===== src/rtl/pe_affine2_param_if.sv =====
// Payload bundle passed between neighbouring PEs of the two-piece affine-gap array.
// dir/addr leave the chain towards the traceback memory, so the slave side omits them.
interface pe_affine2_param_if #(
  parameter int unsigned BP_W   = 2,
  parameter int unsigned CALC_W = 16,
  parameter int unsigned ADDR_W = 10
);
  logic        [BP_W-1:0]     s;
  logic                       s_update;
  logic        [BP_W-1:0]     t;
  logic                       valid;
  logic                       last;
  logic signed [CALC_W-1:0]   h;
  logic signed [CALC_W-1:0]   f;
  logic signed [CALC_W-1:0]   f_hat;
  logic signed [CALC_W-1:0]   max;
  logic        [2*ADDR_W-1:0] max_pos;
  logic        [6:0]          dir;
  logic        [ADDR_W-1:0]   addr;

  modport master (output s, s_update, t, valid, last, h, f, f_hat, max, max_pos, dir, addr);
  modport slave  (input  s, s_update, t, valid, last, h, f, f_hat, max, max_pos);
endinterface


===== src/rtl/pe_affine2_param.sv =====
// Two-piece affine-gap systolic PE: scores one cell per valid cycle against a resident
// query base and forwards H/F/F_hat, the running max and a per-cell traceback code.
module pe_affine2_param #(
  parameter int unsigned BP_W     = 2,
  parameter int unsigned CALC_W   = 16,
  parameter int unsigned ADDR_W   = 10,
  parameter int unsigned PE_IDX   = 0,
  parameter int          MATCH    = 2,
  parameter int          MISMATCH = 4,
  parameter int          Q        = 4,
  parameter int          E        = 2,
  parameter int          Q_HAT    = 24,
  parameter int          E_HAT    = 1
) (
  input  logic               clk,
  input  logic               reset_i,
  input  logic               mode_local_i,
  pe_affine2_param_if.slave  up,
  pe_affine2_param_if.master dn
);
  localparam int unsigned XW = CALC_W + 1;
  typedef logic signed [CALC_W-1:0] sc_t;
  typedef logic signed [XW-1:0]     xs_t;

  localparam sc_t SC_MIN = sc_t'({1'b1, {(CALC_W-1){1'b0}}});
  localparam sc_t SC_MAX = sc_t'({1'b0, {(CALC_W-1){1'b1}}});
  localparam xs_t K_E    = xs_t'(E);
  localparam xs_t K_QE   = xs_t'(Q + E);
  localparam xs_t K_EH   = xs_t'(E_HAT);
  localparam xs_t K_QEH  = xs_t'(Q_HAT + E_HAT);
  localparam xs_t K_MAT  = xs_t'(MATCH);
  localparam xs_t K_MIS  = xs_t'(-MISMATCH);
  localparam int  GAP_S  = Q + E * int'(PE_IDX);
  localparam int  GAP_L  = Q_HAT + E_HAT * int'(PE_IDX);
  // Global-mode boundary: cheapest gap that reaches this column from the origin.
  localparam sc_t HD_GLOBAL = (PE_IDX == 0) ? '0 : sc_t'(-((GAP_S < GAP_L) ? GAP_S : GAP_L));

  function automatic xs_t ext(input sc_t v);
    return {v[CALC_W-1], v};
  endfunction

  function automatic sc_t sat(input xs_t v);
    if (v[XW-1] != v[XW-2]) return v[XW-1] ? SC_MIN : SC_MAX;
    return v[CALC_W-1:0];
  endfunction

  function automatic sc_t smax(input sc_t a, input sc_t b);
    return (a >= b) ? a : b;
  endfunction

  sc_t h_in, f_in, fh_in, max_in;
  assign h_in   = up.h;
  assign f_in   = up.f;
  assign fh_in  = up.f_hat;
  assign max_in = up.max;

  logic [BP_W-1:0]     s_q, s_d, s_fwd_q, s_fwd_d, t_q, t_d;
  logic [ADDR_W-1:0]   row_q, row_d, addr_q, addr_d;
  logic                first_row_q, first_row_d, mode_q, mode_d;
  logic                valid_q, valid_d, last_q, last_d, s_upd_q, s_upd_d;
  sc_t                 hd_q, hd_d, h_q, h_d, e_q, e_d, eh_q, eh_d;
  sc_t                 f_q, f_d, fh_q, fh_d, max_q, max_d;
  logic [2*ADDR_W-1:0] max_pos_q, max_pos_d;
  logic [6:0]          dir_q, dir_d;

  logic                mode_eff;
  sc_t                 hd, diag, best;
  sc_t                 f_ext, f_opn, fh_ext, fh_opn, e_ext, e_opn, eh_ext, eh_opn;
  sc_t                 f_val, fh_val, e_val, eh_val;
  logic [2:0]          src;

  // Cell score: the earliest candidate wins ties (diag, E, Eh, F, Fh).
  always_comb begin
    mode_eff = first_row_q ? mode_local_i : mode_q;
    hd       = first_row_q ? (mode_eff ? '0 : HD_GLOBAL) : hd_q;
    diag     = sat(ext(hd) + ((s_q == up.t) ? K_MAT : K_MIS));
    f_ext    = sat(ext(f_in)  - K_E);
    f_opn    = sat(ext(h_in)  - K_QE);
    fh_ext   = sat(ext(fh_in) - K_EH);
    fh_opn   = sat(ext(h_in)  - K_QEH);
    e_ext    = sat(ext(e_q)   - K_E);
    e_opn    = sat(ext(h_q)   - K_QE);
    eh_ext   = sat(ext(eh_q)  - K_EH);
    eh_opn   = sat(ext(h_q)   - K_QEH);
    f_val    = smax(f_ext, f_opn);
    fh_val   = smax(fh_ext, fh_opn);
    e_val    = first_row_q ? SC_MIN : smax(e_ext, e_opn);
    eh_val   = first_row_q ? SC_MIN : smax(eh_ext, eh_opn);

    best = diag;
    src  = 3'b001;
    if (e_val  > best) begin best = e_val;  src = 3'b010; end
    if (eh_val > best) begin best = eh_val; src = 3'b011; end
    if (f_val  > best) begin best = f_val;  src = 3'b100; end
    if (fh_val > best) begin best = fh_val; src = 3'b101; end
    if (mode_eff && best[CALC_W-1]) begin
      best = '0;
      src  = 3'b000;
    end
  end

  // Next-state: datapath state only advances on valid cells.
  always_comb begin
    s_d         = up.s_update ? up.s : s_q;
    s_fwd_d     = up.s;
    t_d         = up.t;
    s_upd_d     = up.s_update;
    last_d      = up.last;
    valid_d     = up.valid;
    row_d       = row_q;
    first_row_d = first_row_q;
    mode_d      = mode_q;
    hd_d        = hd_q;
    h_d         = h_q;
    e_d         = e_q;
    eh_d        = eh_q;
    f_d         = f_q;
    fh_d        = fh_q;
    dir_d       = dir_q;
    addr_d      = addr_q;
    max_d       = max_in;
    max_pos_d   = up.max_pos;
    if (up.valid) begin
      mode_d = mode_eff;
      hd_d   = h_in;
      h_d    = best;
      e_d    = up.last ? SC_MIN : e_val;
      eh_d   = up.last ? SC_MIN : eh_val;
      f_d    = f_val;
      fh_d   = fh_val;
      addr_d = row_q;
      dir_d  = {src, !first_row_q && (e_ext >= e_opn), !first_row_q && (eh_ext >= eh_opn),
                f_ext >= f_opn, fh_ext >= fh_opn};
      row_d       = up.last ? '0 : row_q + ADDR_W'(1);
      first_row_d = up.last;
      if (best > max_in) begin
        max_d     = best;
        max_pos_d = {row_q, ADDR_W'(PE_IDX)};
      end
    end
  end

  always_ff @(posedge clk or negedge reset_i) begin
    if (!reset_i) begin
      s_q <= '0; s_fwd_q <= '0; t_q <= '0; s_upd_q <= 1'b0; last_q <= 1'b0; valid_q <= 1'b0;
      row_q <= '0; first_row_q <= 1'b1; mode_q <= 1'b0; hd_q <= '0; h_q <= '0;
      e_q <= '0; eh_q <= '0; f_q <= '0; fh_q <= '0; dir_q <= '0; addr_q <= '0;
      max_q <= '0; max_pos_q <= '0;
    end else begin
      s_q <= s_d; s_fwd_q <= s_fwd_d; t_q <= t_d; s_upd_q <= s_upd_d; last_q <= last_d;
      valid_q <= valid_d; row_q <= row_d; first_row_q <= first_row_d; mode_q <= mode_d;
      hd_q <= hd_d; h_q <= h_d; e_q <= e_d; eh_q <= eh_d; f_q <= f_d; fh_q <= fh_d;
      dir_q <= dir_d; addr_q <= addr_d; max_q <= max_d; max_pos_q <= max_pos_d;
    end
  end

  assign dn.s        = s_fwd_q;
  assign dn.s_update = s_upd_q;
  assign dn.t        = t_q;
  assign dn.valid    = valid_q;
  assign dn.last     = last_q;
  assign dn.h        = h_q;
  assign dn.f        = f_q;
  assign dn.f_hat    = fh_q;
  assign dn.max      = max_q;
  assign dn.max_pos  = max_pos_q;
  assign dn.dir      = dir_q;
  assign dn.addr     = addr_q;
endmodule


===== src/flat_wrapper.sv =====
// flat-port wrapper written by rule: the top's interface ports become plain ports
module pe_affine2_param_flat 
#(
  parameter int unsigned BP_W     = 2,
  parameter int unsigned CALC_W   = 16,
  parameter int unsigned ADDR_W   = 10,
  parameter int unsigned PE_IDX   = 0,
  parameter int          MATCH    = 2,
  parameter int          MISMATCH = 4,
  parameter int          Q        = 4,
  parameter int          E        = 2,
  parameter int          Q_HAT    = 24,
  parameter int          E_HAT    = 1
)
  (clk, reset_i, mode_local_i, up_s, up_s_update, up_t, up_valid, up_last, up_h, up_f, up_f_hat, up_max, up_max_pos, dn_s, dn_s_update, dn_t, dn_valid, dn_last, dn_h, dn_f, dn_f_hat, dn_max, dn_max_pos, dn_dir, dn_addr);
  pe_affine2_param_if #(.BP_W(BP_W), .CALC_W(CALC_W), .ADDR_W(ADDR_W)) up_i ();
  pe_affine2_param_if #(.BP_W(BP_W), .CALC_W(CALC_W), .ADDR_W(ADDR_W)) dn_i ();
  input  logic clk;
  input  logic reset_i;
  input  logic mode_local_i;
  input wire logic [$bits(up_i.s)-1:0] up_s;
  input wire logic [$bits(up_i.s_update)-1:0] up_s_update;
  input wire logic [$bits(up_i.t)-1:0] up_t;
  input wire logic [$bits(up_i.valid)-1:0] up_valid;
  input wire logic [$bits(up_i.last)-1:0] up_last;
  input wire logic [$bits(up_i.h)-1:0] up_h;
  input wire logic [$bits(up_i.f)-1:0] up_f;
  input wire logic [$bits(up_i.f_hat)-1:0] up_f_hat;
  input wire logic [$bits(up_i.max)-1:0] up_max;
  input wire logic [$bits(up_i.max_pos)-1:0] up_max_pos;
  output wire logic [$bits(dn_i.s)-1:0] dn_s;
  output wire logic [$bits(dn_i.s_update)-1:0] dn_s_update;
  output wire logic [$bits(dn_i.t)-1:0] dn_t;
  output wire logic [$bits(dn_i.valid)-1:0] dn_valid;
  output wire logic [$bits(dn_i.last)-1:0] dn_last;
  output wire logic [$bits(dn_i.h)-1:0] dn_h;
  output wire logic [$bits(dn_i.f)-1:0] dn_f;
  output wire logic [$bits(dn_i.f_hat)-1:0] dn_f_hat;
  output wire logic [$bits(dn_i.max)-1:0] dn_max;
  output wire logic [$bits(dn_i.max_pos)-1:0] dn_max_pos;
  output wire logic [$bits(dn_i.dir)-1:0] dn_dir;
  output wire logic [$bits(dn_i.addr)-1:0] dn_addr;
  assign up_i.s = up_s;
  assign up_i.s_update = up_s_update;
  assign up_i.t = up_t;
  assign up_i.valid = up_valid;
  assign up_i.last = up_last;
  assign up_i.h = up_h;
  assign up_i.f = up_f;
  assign up_i.f_hat = up_f_hat;
  assign up_i.max = up_max;
  assign up_i.max_pos = up_max_pos;
  assign dn_s = dn_i.s;
  assign dn_s_update = dn_i.s_update;
  assign dn_t = dn_i.t;
  assign dn_valid = dn_i.valid;
  assign dn_last = dn_i.last;
  assign dn_h = dn_i.h;
  assign dn_f = dn_i.f;
  assign dn_f_hat = dn_i.f_hat;
  assign dn_max = dn_i.max;
  assign dn_max_pos = dn_i.max_pos;
  assign dn_dir = dn_i.dir;
  assign dn_addr = dn_i.addr;
  pe_affine2_param #(.BP_W(BP_W), .CALC_W(CALC_W), .ADDR_W(ADDR_W), .PE_IDX(PE_IDX), .MATCH(MATCH), .MISMATCH(MISMATCH), .Q(Q), .E(E), .Q_HAT(Q_HAT), .E_HAT(E_HAT)) u_core (.clk(clk), .reset_i(reset_i), .mode_local_i(mode_local_i), .up(up_i), .dn(dn_i));
endmodule

===== config.mk =====
export PLATFORM = sky130hd
export DESIGN_NAME = pe_affine2_param_flat
export DESIGN_NICKNAME = d
export VERILOG_FILES = /design/src/rtl/pe_affine2_param_if.sv /design/src/rtl/pe_affine2_param.sv /design/src/flat_wrapper.sv
export SDC_FILE = /design/constraint.sdc
export NUM_CORES = 1
export LEC_CHECK = 0
export CORE_ASPECT_RATIO = 0.8
export CORE_MARGIN = 5
export CORE_UTILIZATION = 40
export DETAILED_ROUTE_END_ITERATION = 8
export PLACE_DENSITY = 0.68
export SYNTH_ARGS = -nofsm -noshare
export SYNTH_HDL_FRONTEND = slang
export SYNTH_SLANG_ARGS = --single-unit

===== constraint.sdc =====
create_clock -name clk -period 17.35 [get_ports clk]
set_clock_uncertainty 0.1 [all_clocks]
set_input_delay 3.47 -clock clk [delete_from_list [all_inputs] [get_ports clk]]
set_output_delay 3.47 -clock clk [all_outputs]
set_load 0.05 [all_outputs]

==> results of run 1 <==
[state kept, by name, indices dropped and copies added (netlist names), 7 cells and up]
name and flops:
u_core.eh_q 16, u_core.dn.addr 10, u_core.dn.max 16, u_core.dn.f_hat 16, u_core.dn.h 16, u_core.dn.max_pos 20
u_core.row_q 10, u_core.hd_q 16, u_core.dn.dir 7, u_core.dn.f 16, u_core.e_q 16
[cell families (layout without fill, tap and decap cells)]
| logic type | after synthesis | after routing | synth area share [%] |
|---|---|---|---|
| XOR/XNOR | 104 | 104 | 5.44 |
| AND/OR/NAND/NOR | 645 | 645 | 19.7 |
| flip-flops | 170 | 170 | 25.4 |
| buffers and inverters | 226 | 439 | 5.44 |
| multiplexers | 79 | 79 | 5.21 |
| AO/OA/AOI/OAI | 594 | 595 | 24.9 |
| adder cells (fa/ha/maj) | 186 | 186 | 13.9 |
[cell type report]
type / instances / area (um^2)
clock buffer: 18 / 439
clock inverter: 14 / 154
fill: 3979 / 21300
inverter: 135 / 507
multi-input combinational: 1609 / 11800
sequential: 170 / 4260
tap: 552 / 691
timing repair buffer: 272 / 2560
[synth_stat cells, types with 45 or more instances]
cell / count / area (um^2)
mux2_2: 60 / 676
xnor2_1: 54 / 473
nor2_1: 184 / 691
nor3_1: 52 / 260
nand3_1: 45 / 225
nand2_1: 143 / 537
dfrtp_1: 169 / 4230
a21o_1: 46 / 345
clkbuf_1: 64 / 240
xor2_1: 50 / 438
ha_1: 185 / 2310
o21ai_0: 104 / 521
inv_1: 132 / 495
a21oi_1: 148 / 741
[layer usage]
metal	vias to the layer above	routed length [um]	part of all wire [%]	GRT usage [%]
li1	7748	-	-	-
met1	7994	27400	45	36.5
met2	717	25800	43	38.5
met3	91	5960	9.8	7.42
met4	2	1450	2.4	7.06
met5	-	7	0.012	0
[timing repair]
item / in CTS / in global routing
buffers inserted: 0 / 3
gates resized for setup: 0 / 43
endpoints found under the setup margin: 0 / 36
[worst paths after layout]
check | startpoint | endpoint | slack [ns]
setup / recovery | up_t[1] | u_core.dn.max[5] | 0.60
hold / removal | u_core.dn.dir[6] | u_core.dn.dir[6] | 0.39
setup reg to reg | u_core.e_q[6] | u_core.dn.max[5] | 1.19
hold reg to reg | u_core.dn.dir[6] | u_core.dn.dir[6] | 0.39
max in group asynchronous | reset_i | u_core.e_q[10] | 13.04
min in group asynchronous | reset_i | u_core.dn.addr[4] | 2.80
[per-stage QoR]
stage	std cells	hold slack, ns	setup TNS [ns]	worst slack (ns)	util (%)
finish	2770	0.390	0	0.603	48.9
global route	2770	0.420	-0.0689	-0.0302	48.9
CTS	2766	0.392	0	0.172	48.4
detailed placement	2734	0.372	-5.95	-0.299	47.0
global placement	2734	0.367	0	0.0848	47.0
floorplan	2004	0.373	0	0.358	-
[critical path: cells and delay by family]
family                     cells  cell delay [ns]
xor gates and xnor gates       2             0.28
buffers and inverters         10             1.71
AOI/OAI and AO/OA             29             5.25
adders and majority gates      8             2.42
and+or+nand+nor               19             3.81
==> run_results.csv, run 1 <==
group,metric,value,unit
outcome,outcome,"complete, no violations",
logic_synthesis,synthFlopType,"dfrtp_1",
logic_synthesis,synth_edf_count,0,
global_route,antenna_found_initial,1,
cells_and_area,diodes,0,
critical_path,critPathKind,"in -> reg",
routing,viasPerCell,5.98,
cts,h-tree-depth,4,
routing,ant_nets,0,
sta,worstMarginPinSlew,1.27,ns
logic_synthesis,ys_warn_count,0,
sta,period_needed,16.75,ns
cells_and_area,layout_commonest_cell,"clkdlybuf4s50_1",
job,max_cap_viol_count,0,
sta,clock.fmax,59.7,MHz
critical_path,cp_slowest_cell,"clkdlybuf4s50_1",
cts,cts.sinks,170,
routing,first_iter_violations,1641,
placed_design,io_buffers,201,
logic_synthesis,ys_ff_latch,170,
sta,setup-violations-final,0,
cts,numCtsBuffers,17,
critical_path,cp-end-kind,"flip-flop",
logic_synthesis,yosysSeqAreaShare,25.4,%
floorplan,fp.dieW,239,um
routing,wire_per_inst,21.9,um
logic_synthesis,synth_cell_types,109,
routing,drcViolationCount,0,
critical_path,cp_data_required_time,17.57,ns
critical_path,cp.arrival,16.97,ns
critical_path,r2r_cells,61,
routing,routed-via-count,16552,
logic_synthesis,async_reset_ff_share,100,%
floorplan,initial_core_util,40.2,%
routing,wl,60600,um
placed_design,dpl_cell_area,19600,um^2
logic_synthesis,syn_avg_cell_area,8.36,um^2
logic_synthesis,syn_inst,2004,
cells_and_area,design_area,20400,um^2
placed_design,gp_congestion,0.984,
cts,clkTransAtPathRegs,0.07,ns
cts,cts_max_path_buffers,2,
logic_synthesis,syn_area,16800,um^2
cts,clk_latency,0.47,ns
floorplan,fp-row-count,67,
sta,hold_viol_final,0,
floorplan,die_area,46100,um^2
floorplan,coreArea,41700,um^2
placed_design,dpl.hpwl,47900,um
worst_hold_path,hold_class,"reg -> reg",
floorplan,io_pins,202,
critical_path,crit_fanout,15,
global_route,overflow,0,
critical_path,start_kind,"primary input",
global_route,grt_max_degree,86,
floorplan,die_h,193,um
cells_and_area,final_cell_mix,"199 x clkdlybuf4s50_1, 184 x ha_1, 179 x nor2_1, 169 x dfrtp_1, 145 x a21oi_1",
worst_hold_path,min_path_cells,1,
logic_synthesis,syn_nets,2284,
critical_path,crit_path_frequent_cell,"ha_1",
cts,ctsRootBufferMaster,"clkbuf_16",
sta,fin_crit_sh,96.5,%
cells_and_area,final_layout_size_suffix_gt1_share,12.7,%
cells_and_area,nets,2485,
global_route,track_usage,25.8,%
critical_path,critical_path.max_stage_delay,0.50,ns
global_route,grt_pass1_wl,93400,um
sta,relSlewSlack,14.5,%
routing,drt_pass1_iterations,7,
global_route,grt_pass1_vias,16100,
cts,cts_tree,"built",
cells_and_area,syn2layout_area_growth,21.6,%
cts,postCtsHoldBufs,0,
sta,finalMaxSlewViolations,0,
Power of run 1 is left out: the tool's default activity adds up to more than one toggle a clock period on the data nets, which glitch-free logic cannot reach.
==> inputs of run 2 (changes only) <==
--- a/config.mk
+++ b/config.mk
@@ -5,6 +5,7 @@
 export SDC_FILE = /design/constraint.sdc
 export NUM_CORES = 1
 export LEC_CHECK = 0
+export CAP_MARGIN = 40
 export CORE_ASPECT_RATIO = 0.8
 export CORE_MARGIN = 5
 export CORE_UTILIZATION = 40
==> run 2 against run 1 <==
Global-route usage decreased by 0.12 points. Die area unchanged. Sequential share of layout area is 0.055 points lower. First-iteration DRC count decreased by 10%. Wire length is essentially flat. Via count grew 0.39%. Utilization increased by 0.13 points. Critical endpoint is now u_core.dn.max[8].
==> run_results.csv, run 2 (synthesized netlist as in run 1, its figures left out) <==
group,metric,value,unit
outcome,outcome,"complete, no violations",
cts,postCtsHoldBufs,0,
routing,drt_pass1_iterations,5,
critical_path,crit_path_frequent_cell,"ha_1",
sta,fin_crit_sh,96.2,%
critical_path,start_kind,"primary input",
critical_path,r2r-start,"u_core.dn.h[8]",
critical_path,r2r_cells,63,
critical_path,critical_path.max_stage_delay,0.50,ns
floorplan,fp.dieW,239,um
floorplan,io_pins,202,
cts,cts.sinks,170,
routing,viasPerCell,5.98,
cts,h-tree-depth,4,
floorplan,fp-row-count,67,
placed_design,gp_congestion,0.984,
routing,first_iter_violations,1471,
cells_and_area,nFillCells,3973,
critical_path,critPathKind,"in -> reg",
cells_and_area,largest_reg_flops,20,
critical_path,cp-end-kind,"flip-flop",
critical_path,cp_slowest_cell,"clkdlybuf4s50_1",
sta,finalMaxSlewViolations,0,
cts,numCtsBuffers,17,
cts,cts_max_path_buffers,2,
global_route,antenna_found_initial,1,
routing,wire_per_inst,21.8,um
cells_and_area,diodes,0,
placed_design,dpl.hpwl,48500,um
critical_path,crit_fanout,11,
cells_and_area,syn2layout_area_growth,21.9,%
routing,ant_nets,0,
cts,clk_latency,0.47,ns
critical_path,cp_data_required_time,17.62,ns
floorplan,die_area,46100,um^2
critical_path,cp.arrival,16.96,ns
worst_hold_path,hold_end,"u_core.dn.dir[2]",
placed_design,dpl_cell_area,19700,um^2
routing,wl,60700,um
cts,clkTransAtPathRegs,0.08,ns
cells_and_area,design_area,20400,um^2
floorplan,coreArea,41700,um^2
cts,cts_tree,"built",
cts,ctsRootBufferMaster,"clkbuf_16",
cells_and_area,final_cell_mix,"199 x clkdlybuf4s50_1, 184 x ha_1, 179 x nor2_1, 169 x dfrtp_1, 147 x a21oi_1",
sta,clock.fmax,59.9,MHz
sta,worstMarginPinSlew,0.923,ns
cells_and_area,nets,2492,
global_route,grt_pass1_vias,16229,
sta,setup-violations-final,0,
global_route,overflow,0,
worst_hold_path,min_path_cells,1,
worst_hold_path,hp-start,"u_core.dn.dir[2]",
routing,drcViolationCount,0,
cells_and_area,layout_commonest_cell,"clkdlybuf4s50_1",
floorplan,die_h,193,um
sta,hold_viol_final,0,
critical_path,regToRegSetupSlack,1.71,ns
sta,period_needed,16.69,ns
floorplan,initial_core_util,40.2,%
sta,relSlewSlack,38.5,%
critical_path,r2r_end,"u_core.dn.max[8]",
global_route,grt_max_degree,73,
global_route,grt_pass1_wl,93000,um
job,max_cap_viol_count,0,
routing,routed-via-count,16617,
placed_design,io_buffers,201,
worst_hold_path,hold_class,"reg -> reg",
cells_and_area,final_layout_size_suffix_gt1_share,12.4,%
global_route,track_usage,25.6,%
-- run 2: critical path, delay by kind of cell --
kind / cells / cell delay (ns)
AO/OA/AOI/OAI: 29 / 5.71
XOR/XNOR: 2 / 0.28
adder cells (fa/ha/maj): 8 / 2.41
buffers and inverters: 10 / 1.74
AND/OR/NAND/NOR: 16 / 3.35
-- run 2: worst max path at each step --
stage / startpoint / end / slack [ns] / depth (start not counted)
2_1_floorplan: up_t[0] / u_core.dn.max[12] / 0.36 / 67
3_3_place_gp: up_t[1] / u_core.dn.max[8] / 0.08 / 65
3_5_place_dp: up_t[1] / u_core.dn.max_pos[18] / -0.25 / 62
4_1_cts: up_t[1] / u_core.dn.max_pos[18] / 0.20 / 62
5_1_grt: up_t[1] / u_core.dn.max[5] / -0.06 / 65
6_report: up_t[1] / u_core.dn.max[8] / 0.66 / 65
-- run 2: metal layers --
metal | up-vias | GRT usage [%] | routed length (um)
met5 | - | 0 | 0
met4 | 0 | 7.81 | 1690
met3 | 103 | 7.12 | 5540
met2 | 699 | 38.2 | 25500
met1 | 8051 | 36.3 | 27900
li1 | 7764 | - | -
-- run 2: per-stage QoR --
step / hold slack [ns] / instances / utilization (%) / worst slack [ns] / TNS (ns)
after floorplan: 0.373 / 2004 / - / 0.358 / 0
after global placement: 0.367 / 2734 / 47.0 / 0.0848 / 0
after detailed placement: 0.376 / 2740 / 47.2 / -0.253 / -4.68
after CTS: 0.394 / 2772 / 48.6 / 0.201 / 0
after global routing: 0.421 / 2777 / 49.0 / -0.0611 / -0.158
final: 0.392 / 2777 / 49.0 / 0.665 / 0
-- run 2: area by class of cell --
type | instances | area (um^2) | share of cell area, %
clock inverters | 14 | 173 | 0.846
repair buffers | 280 | 2650 | 13.0
flip-flops and latches | 170 | 4260 | 20.8
multi-input cells | 1608 | 11700 | 57.3
inverters | 135 | 507 | 2.48
clock buffers | 18 | 439 | 2.15
well taps | 552 | 691 | 3.38
-- run 2: what timing repair did --
action,4_1_cts,5_1_grt
buffers inserted,0,5
endpoints found under the setup margin,0,36
hold endpoints to repair,0,0
gates resized for setup,0,30
Power of run 2 is left out for the same reason.
==> inputs of run 3 (changes only) <==
--- a/config.mk
+++ b/config.mk
@@ -5,7 +5,7 @@
 export SDC_FILE = /design/constraint.sdc
 export NUM_CORES = 1
 export LEC_CHECK = 0
-export CAP_MARGIN = 40
+export CAP_MARGIN = 20
 export CORE_ASPECT_RATIO = 0.8
 export CORE_MARGIN = 5
 export CORE_UTILIZATION = 40
==> results of run 3 <==
Final layout, timing and power as in run 1 (identical DEF).
Power of run 3 is left out for the same reason.
